### src/rtl/vend_pkg.sv
// -----------------------------------------------------------------------------
// vend_pkg
// Shared definitions for the vending-machine transaction controller:
//   - FSM state encoding (matches the 2-bit state output)
//   - coin codes and their denomination values
//   - selection error codes
//   - coin_value(): code -> value, 0 for any unknown code
// -----------------------------------------------------------------------------
package vend_pkg;

   typedef enum logic [1:0] {
      ST_IDLE     = 2'b00,
      ST_COLLECT  = 2'b01,
      ST_DISPENSE = 2'b10,
      ST_CHANGE   = 2'b11
   } state_e;

   typedef enum logic [1:0] {
      COIN_5  = 2'b00,
      COIN_10 = 2'b01,
      COIN_20 = 2'b10,
      COIN_50 = 2'b11
   } coin_e;

   localparam logic [7:0] VAL_5  = 8'd5;
   localparam logic [7:0] VAL_10 = 8'd10;
   localparam logic [7:0] VAL_20 = 8'd20;
   localparam logic [7:0] VAL_50 = 8'd50;

   typedef enum logic [1:0] {
      SEL_NONE      = 2'b00,
      SEL_NO_STOCK  = 2'b01,
      SEL_NO_CREDIT = 2'b10
   } sel_err_e;

   // A code that matches none of the four denominations (X/Z in simulation)
   // yields 0, which the acceptance logic treats as an invalid coin.
   function automatic logic [7:0] coin_value(input logic [1:0] code);
      logic [7:0] v;
      case (code)
         COIN_5:  v = VAL_5;
         COIN_10: v = VAL_10;
         COIN_20: v = VAL_20;
         COIN_50: v = VAL_50;
         default: v = 8'd0;
      endcase
      return v;
   endfunction

endpackage

### src/rtl/vend_change_picker.sv
// -----------------------------------------------------------------------------
// change_picker
// Combinational greedy change selection: returns the code of the largest
// denomination that does not exceed the given credit.
// Ports:
//   credit_i  in  CREDIT_W  credit to be returned
//   coin_o    out 2         coin code (00=5, 01=10, 10=20, 11=50)
// A credit below 5 yields the 5 code; the caller only uses the result while
// credit is a non-zero multiple of 5.
// -----------------------------------------------------------------------------
module change_picker
   import vend_pkg::*;
#(
   parameter int CREDIT_W = 16
) (
   input  logic [CREDIT_W-1:0] credit_i,
   output logic [1:0]          coin_o
);

   always_comb begin
      coin_o = COIN_5;
      if (credit_i >= CREDIT_W'(VAL_50)) begin
         coin_o = COIN_50;
      end else if (credit_i >= CREDIT_W'(VAL_20)) begin
         coin_o = COIN_20;
      end else if (credit_i >= CREDIT_W'(VAL_10)) begin
         coin_o = COIN_10;
      end
   end

endmodule

### src/rtl/vend_sequencer.sv
// -----------------------------------------------------------------------------
// vend_sequencer
// Vending-machine transaction controller. Owns the customer credit, accepts
// coins, checks a selection against price/stock, hands the product to the
// dispenser (valid/ready) and then pays back change one coin at a time.
// Flow: IDLE -> COLLECT -> DISPENSE -> CHANGE -> IDLE.
//
// Ports (all outputs registered):
//   clock_i, reset_i            clock, asynchronous active-high reset
//   coin_valid_i, coin_i        coin strobe and code (00=5,01=10,10=20,11=50)
//   select_valid_i              selection strobe
//   product_id_i, price_i       selected product and its price
//   stock_ok_i                  selected product is in stock
//   cancel_i                    refund request
//   vend_valid_o, vend_id_o     dispense request / product, vend_ready_i accept
//   did_buy_o                   one-cycle pulse on the dispense handshake
//   change_valid_o, change_coin_o  change coin offer, change_ready_i accept
//   credit_o, state_o           current credit and state
//   coin_reject_o               one-cycle pulse: coin returned unaccepted
//   sel_error_o                 one-cycle: 01 out of stock, 10 low credit
//
// Optional feature, macro VEND_TIMEOUT_EN: an inactivity counter in COLLECT
// refunds all credit after TIMEOUT_CYCLES cycles without any strobe. Without
// the macro COLLECT waits indefinitely.
// -----------------------------------------------------------------------------
module vend_sequencer
   import vend_pkg::*;
#(
   parameter int CREDIT_W       = 16,
   parameter int MAX_CREDIT     = 200,
   parameter int TIMEOUT_CYCLES = 1000
) (
   input  logic                clock_i,
   input  logic                reset_i,
   input  logic                coin_valid_i,
   input  logic [1:0]          coin_i,
   input  logic                select_valid_i,
   input  logic [2:0]          product_id_i,
   input  logic [7:0]          price_i,
   input  logic                stock_ok_i,
   input  logic                cancel_i,
   output logic                vend_valid_o,
   output logic [2:0]          vend_id_o,
   input  logic                vend_ready_i,
   output logic                did_buy_o,
   output logic                change_valid_o,
   output logic [1:0]          change_coin_o,
   input  logic                change_ready_i,
   output logic [CREDIT_W-1:0] credit_o,
   output logic [1:0]          state_o,
   output logic                coin_reject_o,
   output logic [1:0]          sel_error_o
);

   localparam logic [CREDIT_W:0] MAX_C = (CREDIT_W+1)'(MAX_CREDIT);

   state_e              state_q, state_d;
   logic [CREDIT_W-1:0] credit_q, credit_d;
   logic [2:0]          vend_id_q, vend_id_d;
   logic                vend_valid_q;
   logic                did_buy_q, did_buy_d;
   logic                change_valid_q;
   logic [1:0]          change_coin_q;
   logic                coin_reject_q, coin_reject_d;
   sel_err_e            sel_error_q, sel_error_d;

   logic [CREDIT_W-1:0] coin_val;
   logic [CREDIT_W-1:0] price_ext;
   logic [CREDIT_W-1:0] change_val;
   logic [CREDIT_W:0]   coin_sum;
   logic                coin_ok;
   logic                coin_try;
   logic                tmo_hit;
   logic [1:0]          pick_coin;

   assign coin_val   = CREDIT_W'(coin_value(coin_i));
   assign price_ext  = CREDIT_W'(price_i);
   assign change_val = CREDIT_W'(coin_value(change_coin_q));
   // One extra bit so the overflow test itself cannot wrap.
   assign coin_sum   = {1'b0, credit_q} + {1'b0, coin_val};
   assign coin_ok    = (coin_val != '0) && (coin_sum <= MAX_C);

`ifdef VEND_TIMEOUT_EN
   localparam int TMO_W = $clog2(TIMEOUT_CYCLES + 1);

   logic [TMO_W-1:0] tmo_q, tmo_d;
   logic             strobe;

   assign strobe = coin_valid_i | select_valid_i | cancel_i;
   // Counter is held at 0 outside COLLECT, so it starts from 0 on entry.
   assign tmo_d   = (state_q == ST_COLLECT && !strobe) ? tmo_q + TMO_W'(1) : '0;
   assign tmo_hit = (tmo_q == TMO_W'(TIMEOUT_CYCLES - 1));

   always_ff @(posedge clock_i or posedge reset_i) begin
      if (reset_i) begin
         tmo_q <= '0;
      end else begin
         tmo_q <= tmo_d;
      end
   end
`else
   // Never fires: COLLECT waits indefinitely.
   assign tmo_hit = (TIMEOUT_CYCLES < 0);
`endif

   // Next change coin is picked from the next credit so that change_coin_o
   // is registered and already correct on the cycle CHANGE is entered.
   change_picker #(
      .CREDIT_W (CREDIT_W)
   ) u_picker (
      .credit_i (credit_d),
      .coin_o   (pick_coin)
   );

   always_comb begin
      state_d       = state_q;
      credit_d      = credit_q;
      vend_id_d     = vend_id_q;
      did_buy_d     = 1'b0;
      coin_reject_d = 1'b0;
      sel_error_d   = SEL_NONE;
      coin_try      = 1'b0;

      case (state_q)
         ST_IDLE: begin
            coin_try = 1'b1;
         end
         ST_COLLECT: begin
            // cancel > select > coin; a coin losing priority is rejected below.
            if (cancel_i) begin
               state_d = (credit_q != '0) ? ST_CHANGE : ST_IDLE;
            end else if (select_valid_i) begin
               if (!stock_ok_i) begin
                  sel_error_d = SEL_NO_STOCK;
               end else if (credit_q < price_ext) begin
                  sel_error_d = SEL_NO_CREDIT;
               end else begin
                  vend_id_d = product_id_i;
                  credit_d  = credit_q - price_ext;
                  state_d   = ST_DISPENSE;
               end
            end else begin
               coin_try = 1'b1;
               if (!coin_valid_i && tmo_hit) begin
                  state_d = (credit_q != '0) ? ST_CHANGE : ST_IDLE;
               end
            end
         end
         ST_DISPENSE: begin
            if (vend_valid_q && vend_ready_i) begin
               did_buy_d = 1'b1;
               state_d   = (credit_q != '0) ? ST_CHANGE : ST_IDLE;
            end
         end
         ST_CHANGE: begin
            if (change_valid_q && change_ready_i) begin
               credit_d = credit_q - change_val;
               if (credit_d == '0) begin
                  state_d = ST_IDLE;
               end
            end
         end
         default: begin
            state_d = ST_IDLE;
         end
      endcase

      if (coin_valid_i) begin
         if (coin_try && coin_ok) begin
            credit_d = credit_q + coin_val;
            state_d  = ST_COLLECT;
         end else begin
            coin_reject_d = 1'b1;
         end
      end
   end

   always_ff @(posedge clock_i or posedge reset_i) begin
      if (reset_i) begin
         state_q        <= ST_IDLE;
         credit_q       <= '0;
         vend_id_q      <= '0;
         vend_valid_q   <= 1'b0;
         did_buy_q      <= 1'b0;
         change_valid_q <= 1'b0;
         change_coin_q  <= COIN_5;
         coin_reject_q  <= 1'b0;
         sel_error_q    <= SEL_NONE;
      end else begin
         state_q        <= state_d;
         credit_q       <= credit_d;
         vend_id_q      <= vend_id_d;
         vend_valid_q   <= (state_d == ST_DISPENSE);
         did_buy_q      <= did_buy_d;
         change_valid_q <= (state_d == ST_CHANGE);
         change_coin_q  <= pick_coin;
         coin_reject_q  <= coin_reject_d;
         sel_error_q    <= sel_error_d;
      end
   end

   assign vend_valid_o   = vend_valid_q;
   assign vend_id_o      = vend_id_q;
   assign did_buy_o      = did_buy_q;
   assign change_valid_o = change_valid_q;
   assign change_coin_o  = change_coin_q;
   assign credit_o       = credit_q;
   assign state_o        = state_q;
   assign coin_reject_o  = coin_reject_q;
   assign sel_error_o    = sel_error_q;

endmodule

### config.mk
export PLATFORM = sky130hd
export DESIGN_NAME = vend_sequencer
export DESIGN_NICKNAME = d
export VERILOG_FILES = /design/src/rtl/vend_pkg.sv /design/src/rtl/vend_change_picker.sv /design/src/rtl/vend_sequencer.sv
export SDC_FILE = /design/constraint.sdc
export NUM_CORES = 1
export LEC_CHECK = 0
export ABC_AREA = 1
export CAP_MARGIN = 10
export CELL_PAD_IN_SITES_DETAIL_PLACEMENT = 1
export CELL_PAD_IN_SITES_GLOBAL_PLACEMENT = 2
export CORE_MARGIN = 3
export CORE_UTILIZATION = 29
export CTS_CLUSTER_DIAMETER = 50
export CTS_CLUSTER_SIZE = 20
export DETAILED_ROUTE_END_ITERATION = 10
export PLACE_DENSITY = 0.82
export RECOVER_POWER = 25
export SLEW_MARGIN = 20
export SYNTH_ARGS = -nofsm -noshare
export SYNTH_HDL_FRONTEND = slang
export SYNTH_SLANG_ARGS = --single-unit
### constraint.sdc
create_clock -name clock_i -period 3.2 [get_ports clock_i]
set_input_delay 0.32 -clock clock_i [delete_from_list [all_inputs] [get_ports clock_i]]
set_output_delay 0.32 -clock clock_i [all_outputs]
set_load 0.005 [all_outputs]
---- Word level (Yosys, flattened, before mapping) ----
Index checks and enable logic that the tools add are counted.
word-level totals
  bits in registers ....................... 29
  latch bits .............................. 0
  RAM bits ................................ 0
  ROM bits ................................ 0
  input bits .............................. 21
  output and inout bits ................... 29
  logic and storage cells ................. 78
  memories kept ........................... 0
operators by class
  $add $sub $neg .......................... 4
  multiply operators ...................... 0
  divide/modulo/power cells ............... 0
  magnitude comparators ................... 5
  eq/ne operators ......................... 11
  shift-type cells ........................ 0
  muxes and demuxes ....................... 36
  bitwise operators ....................... 2
  reductions and logical operators ........ 11
operators by type and width
  cell                                                                                   number
  16-bit two-way mux                                                                     7
  8-bit case mux with 4 select lines                                                     2
  2-bit two-way mux                                                                      17
  16-bit case mux with 2 select lines                                                    1
  16-bit nonzero test                                                                    2
  16-bit by 8-bit subtractor with 16-bit output                                          2
  16-bit by 8-bit adder with 17-bit output                                               1
  17-bit by 8-bit <= comparator with 1-bit output (second input constant)                1
  16-bit by 8-bit adder with 16-bit output                                               1
  2-bit equality test (second input constant)                                            8
  16-bit by 4-bit greater-or-equal comparator with 1-bit output (second input constant)  1
  16-bit by 5-bit greater-or-equal comparator with 1-bit output (second input constant)  1
  16-bit by 6-bit greater-or-equal comparator with 1-bit output (second input constant)  1
  16-bit zero test                                                                       1
  16-bit by 8-bit less-than comparator with 1-bit output                                 1
  1-bit two-way mux                                                                      7
  2-bit by 1-bit equality test with 1-bit output (second input constant)                 3
  2-bit zero test                                                                        3
  2-bit case mux with 3 select lines                                                     1
  5-bit AND reduction                                                                    1
  1-bit logical AND                                                                      4
  1-bit NOT                                                                              2
  1-bit case mux with 2 select lines                                                     1

---- Logic depth before layout (Yosys ltp) ----
Gate-level depths: netlist (run 1).
  depth in word-level cells ............... 12
  depth in mapped cells ................... 25
  gate-level depth less buffers ........... 24

---- Hierarchy ----
From an unflattened synthesis (run 1), not the netlist that was laid out.
second synthesis, totals
  cell total of the unflattened synthesis .. 598
  area, all modules ....................... 3699.8 µm²
modules (own cells, without submodules)
  module          times used  cells an instance  area an instance (µm²)  seq. area each (µm²)
  vend_sequencer  1           564                3557.2                  725.7
  change_picker   1           34                 142.6                   0.0

---- Worst setup path after synthesis (run 1) ----
Ideal clock, no wire load.
  path type ............................... flip-flop to flip-flop
  from .................................... register credit_q[1] (netlist: credit_o[1])
  to ...................................... register change_coin_q[0] (netlist: change_coin_o[0])
  setup time .............................. 117 ps
  data arrival time ....................... 2585 ps
  required time ........................... 3083 ps
  path slack .............................. 498 ps
  stages on the path, launching flop included .. 21
  buffers on the path ..................... 1
  clock period less this slack ............ 2702 ps
  cells stage by stage .................... dfrtp_1 -> inv_1 -> fa_1 -> inv_1 -> nand3_1 -> nand2_1 -> nand2_1 -> nand2_1 -> nand3_1 -> nand2_1 -> nand3_2 -> nor2_4 -> nand3_2 -> buf_6 -> nand2_1 -> nand2_1 -> and2_1 -> nand2_1 -> nand2_1 -> nor2_1 -> nand2_1
between the ends
  word-level cells in the longest chain between the ends .. 12
  elaborated cells between the ends (all ways) .. 22
  classes of those cells .................. 4 x add/sub; 5 x order compare; 11 x mux; 2 x reduce/logical
ends and longest elaborated chain
  element                                                                                           line                      text
  start: declaration                                                                                vend_sequencer.sv:58      logic [CREDIT_W-1:0] credit_q, credit_d;
  start signal: assignment                                                                          vend_sequencer.sv:191     credit_q <= credit_d;
  parallel branches: the longest is 7 deep, another holds 16-bit by 8-bit adder with 17-bit output  -
  16-bit two-way mux *                                                                              vend_sequencer.sv:168     if (coin_valid_i) begin
  named net credit_d[5]                                                                             vend_sequencer.sv:58
  16-bit by 4-bit greater-or-equal comparator with 1-bit output                                     vend_change_picker.sv:26  end else if (credit_i >= CREDIT_W'(VAL_10)) begin
  1-bit two-way mux                                                                                 vend_change_picker.sv:26
  2-bit two-way mux                                                                                 vend_change_picker.sv:24  end else if (credit_i >= CREDIT_W'(VAL_20)) begin
  2-bit two-way mux *                                                                               vend_change_picker.sv:22  if (credit_i >= CREDIT_W'(VAL_50)) begin
  named net pick_coin[0]                                                                            vend_sequencer.sv:74      logic [1:0] pick_coin;
  end signal: assignment                                                                            vend_sequencer.sv:196     change_coin_q <= pick_coin;
  end: declaration                                                                                  vend_sequencer.sv:63      logic [1:0] change_coin_q;
Mark *: on every way through the listed nets, which the timed path passes.
A chain may end at the register's enable or synchronous reset.

---- Worst setup path in the final report (run 1) ----
  from .................................... register change_coin_q[0] (netlist: change_coin_o[0])
  to ...................................... register change_valid_q (netlist: change_valid_o)
between the ends
  word-level cells in the longest chain between the ends .. 10
  elaborated cells between the ends (all ways) .. 13
  classes of those cells .................. 1 x add/sub; 4 x eq/ne; 6 x mux; 2 x reduce/logical
ends and longest elaborated chain
  element                                            line                   text
  2-bit equality test, or another cell as far along  vend_pkg.sv:40         case (code)
  8-bit case mux with 4 select lines *               vend_pkg.sv:40
  16-bit by 8-bit subtractor with 16-bit output *    vend_sequencer.sv:157  credit_d = credit_q - change_val;
  16-bit zero test *                                 vend_sequencer.sv:158  if (credit_d == '0) begin
  2-bit two-way mux *                                vend_sequencer.sv:158
  2-bit two-way mux *                                vend_sequencer.sv:156  if (change_valid_q && change_ready_i) begin
  2-bit case mux with 3 select lines *               vend_sequencer.sv:124  case (state_q)
  2-bit two-way mux                                  vend_sequencer.sv:169  if (coin_try && coin_ok) begin
  2-bit two-way mux *                                vend_sequencer.sv:168
  named net state_d[0]                               vend_sequencer.sv:57   state_e state_q, state_d;
  2-bit equality test *                              vend_sequencer.sv:195  change_valid_q <= (state_d == ST_CHANGE);
  end signal: assignment                             vend_sequencer.sv:195
  end: declaration                                   vend_sequencer.sv:62   logic change_valid_q;
The timed path passes the listed nets; every way through them passes the cells marked *. The select of a mux whose other input is x is not followed.

==> results of run 1 <==
-- cells in the mapped netlist, types with 4 or more instances --
master / number / area share [%]
ha_1: 19 / 6.6
or2_2: 4 / 0.69
xor2_1: 12 / 2.9
o21ai_0: 13 / 1.8
buf_2: 7 / 0.97
nand4_1: 17 / 2.9
o21bai_1: 4 / 0.83
nand2_2: 5 / 0.87
nor3_1: 7 / 0.97
dfrtp_1: 29 / 20
inv_1: 107 / 11
nor2_2: 4 / 0.69
o211ai_1: 5 / 1.0
a21oi_1: 22 / 3.0
nor2_1: 51 / 5.3
nand3_1: 72 / 10
nand2_1: 201 / 21
-- where the power goes --
group	total [mW]	internal [mW]	switching, mW
Sequential	0.370	0.368	0.00162
Combinational	0.204	0.0862	0.118
Clock	0.562	0.388	0.174
Total	1.14	0.843	0.294
-- path summary, 6_finish.rpt --
path	start	end	cells past startpoint
worst max register to register	change_coin_o[0]	change_valid_o	15
worst max-delay path	change_coin_o[0]	change_valid_o	15
max in group asynchronous	reset_i	credit_o[4]	3
worst min-delay path	vend_id_o[0]	vend_id_o[0]	1
min in group asynchronous	reset_i	did_buy_o	3
worst min register to register	vend_id_o[0]	vend_id_o[0]	1
-- layout make-up --
type | instances | area share [%]
Tap cell | 168 | 4.32
Clock buffer | 6 | 2.86
Sequential cell | 29 | 15.0
Inverter | 111 | 8.62
Clock inverter | 2 | 0.772
Multi-Input combinational cell | 467 | 50.8
Timing Repair Buffer | 98 | 17.7
-- kinds of logic after synthesis --
kind of cell / count (synthesis)
DFF: 29
xor gates and xnor gates: 14
buffers and inverters: 122
AOI/OAI and AO/OA: 55
muxes: 3
adders and majority gates: 22
and+or+nand+nor: 373
-- per-layer routing --
layer,share of wire (%),GRT usage (%),wire length (um),vias up
li1,-,-,-,2145
met1,49,28.3,7000,2069
met2,46,34.0,6620,90
met3,3.8,3.36,545,8
met4,0.87,3.59,125,0
met5,0,0,0,-
-- flip-flops by register name, indices dropped and copies added (netlist names) --
| name | count |
|---|---|
| change_valid_o | 1 |
| did_buy_o | 1 |
| coin_reject_o | 1 |
| sel_error_o | 2 |
| vend_id_o | 3 |
| credit_o | 16 |
| state_o | 2 |
| vend_valid_o | 1 |
| change_coin_o | 2 |
-- what timing repair did --
action                                 in CTS  in global routing
setup endpoints to repair                   0                  5
endpoints found under the hold margin       0                  0
resized for setup                           0                 22
setup buffers                               0                  1
==> results.sh, run 1 <==
export IMPL_cts_sinks=29
export IMPL_synth_cells=618
export IMPL_fp_row_count=40
export IMPL_final_area_um2=4860
export IMPL_areaGrowthSynthToFinish_pct=34.6
export IMPL_drive_above_1_share_pct=13.7
export IMPL_vias=4312
export IMPL_cts_max_path_buffers=2
export IMPL_slew_violations=30
export IMPL_totalWireLength_um=14300
export IMPL_grt_pass1_wl_um=23000
export IMPL_die_y_um=118
export IMPL_synthSimpleGateAreaFrac_pct=45.2
export IMPL_io_pin_count=50
export IMPL_crit_family="simple AND/OR/NAND/NOR gates"
export IMPL_htreeDepth=2
export IMPL_min_period_ps=3020
export IMPL_cts_tree="built"
export IMPL_cts_inserted_buffers=5
export IMPL_synthesis_area_um2=3610
export IMPL_clk_pin_slew_ps=50
export IMPL_synth_mux_area_share_pct=0.935
export IMPL_final_common_cell="nand2_1"
export IMPL_initial_core_util_pct=29.8
export IMPL_place_ws_ps=-234
export IMPL_design_power_total_mw=1.14
export IMPL_violations="capacitance limit, slew limit"
export IMPL_path_class="reg2reg"
export IMPL_hold_buffers=0
export IMPL_dieArea_um2=13800
export IMPL_tightest_slew_ps=1620
export IMPL_dr_pass1_iters=4
export IMPL_cap_violations=1
export IMPL_end_kind="flip-flop"
export IMPL_reg2reg_slack_ps=180
export IMPL_synth_xor_area_share_pct=3.39
export IMPL_synth_cell_types=40
export IMPL_yosys_most_used_dff="dfrtp_1"
export IMPL_max_freq_ghz=0.331
export IMPL_clock_skew_ps=3.51
export IMPL_wire_per_inst_um=16.2
export IMPL_ys_seq_area_share_pct=20.1
export IMPL_final_hold_violation_count=0
export IMPL_vdd_drop_max_uv=141
export IMPL_routabilityCongestion=0.950
export IMPL_clock_latency_ps=280
export IMPL_cp_arrival_ps=3200
export IMPL_avgSynthCellArea_um2=5.85
export IMPL_synth_edf_count=0
export IMPL_hpwl_um=12000
export IMPL_die_w_um=118
export IMPL_ant_nets=0
export IMPL_p_leak_nw=2.51
export IMPL_drc=0
export IMPL_nets=755
export IMPL_fillers=1647
export IMPL_setup_worst_path_start_class="flip-flop"
export IMPL_drt_iter0_markers=251
export IMPL_p_per_area_nw_per_um2=234
export IMPL_gr_total_overflow=0
export IMPL_setup_ws_ps=178
export IMPL_placed_area_um2=4610
export IMPL_fin_cells=881
export IMPL_tns_ps=0
export IMPL_whs_ps=502
export IMPL_critical_path_peak_fanout=6
export IMPL_relSlewSlack_pct=-8.00
export IMPL_period_share_pct=94.4
export IMPL_vias_per_cell=4.89
export IMPL_rsz0062_at_grt="false"
export IMPL_mostFrequentLayoutCells="200 x nand2_1, 105 x inv_1, 69 x nand3_1"
export IMPL_grt_pass1_vias=4419
export IMPL_root_buffer="clkbuf_16"
export IMPL_final_util_pct=40.2
export IMPL_grt_use_total_pct=20.5
export IMPL_cpMaxStageDelayCell="dfrtp_1"
export IMPL_grt_max_degree=30
export IMPL_crit_buf_inv=3
export IMPL_portBuffers=49
export IMPL_yosysWarnings=0
export IMPL_hp_class="reg2reg"
export IMPL_synth_fp_nets=661
export IMPL_max_stage_delay_ps=440
export IMPL_status="complete, but fails checks"
export IMPL_multi_input_area_um2=2470
export IMPL_synthArstFlopShare_pct=100
export IMPL_finalSetupViolCount=0
export IMPL_synthAdderAreaFrac_pct=8.24
export IMPL_synth_top_family_by_area="simple AND/OR/NAND/NOR gates"
export IMPL_ys_seq_elements=29
export IMPL_synth_compound_area_share_pct=8.94
export IMPL_ff_latch_area_um2=728
export IMPL_core_area_um2=12100
export IMPL_antenna_cells=0
export IMPL_crit_required_ps=3370
export IMPL_antenna_found_initial=0
export IMPL_crit_chain="nor2_1 > ha_1 > inv_1 > fa_1 > nand4_1 > nand2_1 > nor2_1 > inv_1 > xor2_1 > a211oi_2 > nand3_1 > a21oi_1 > nand2_1 > nand2_1 > inv_1"
export IMPL_post_place_cells=872
No activity file was read; power rests on OpenSTA's default activity.
==> run 2: changes to the inputs <==
==> constraint.sdc (replaced) <==
create_clock -name clock_i -period 3.2 [get_ports clock_i]
set_input_delay 0.32 -clock clock_i [delete_from_list [all_inputs] [get_ports clock_i]]
set_output_delay 0.32 -clock clock_i [all_outputs]
set_load 0.02 [all_outputs]
==> results of run 2 <==
Same layout as run 1 (identical final DEF). Status: complete, but fails checks: capacitance limit, slew limit.
==> run 3: changes to the inputs <==
- CAP_MARGIN: 10 -> unset
==> results of run 3 <==
Same layout as run 1 (identical final DEF). Status: complete, but fails checks: capacitance limit, slew limit.
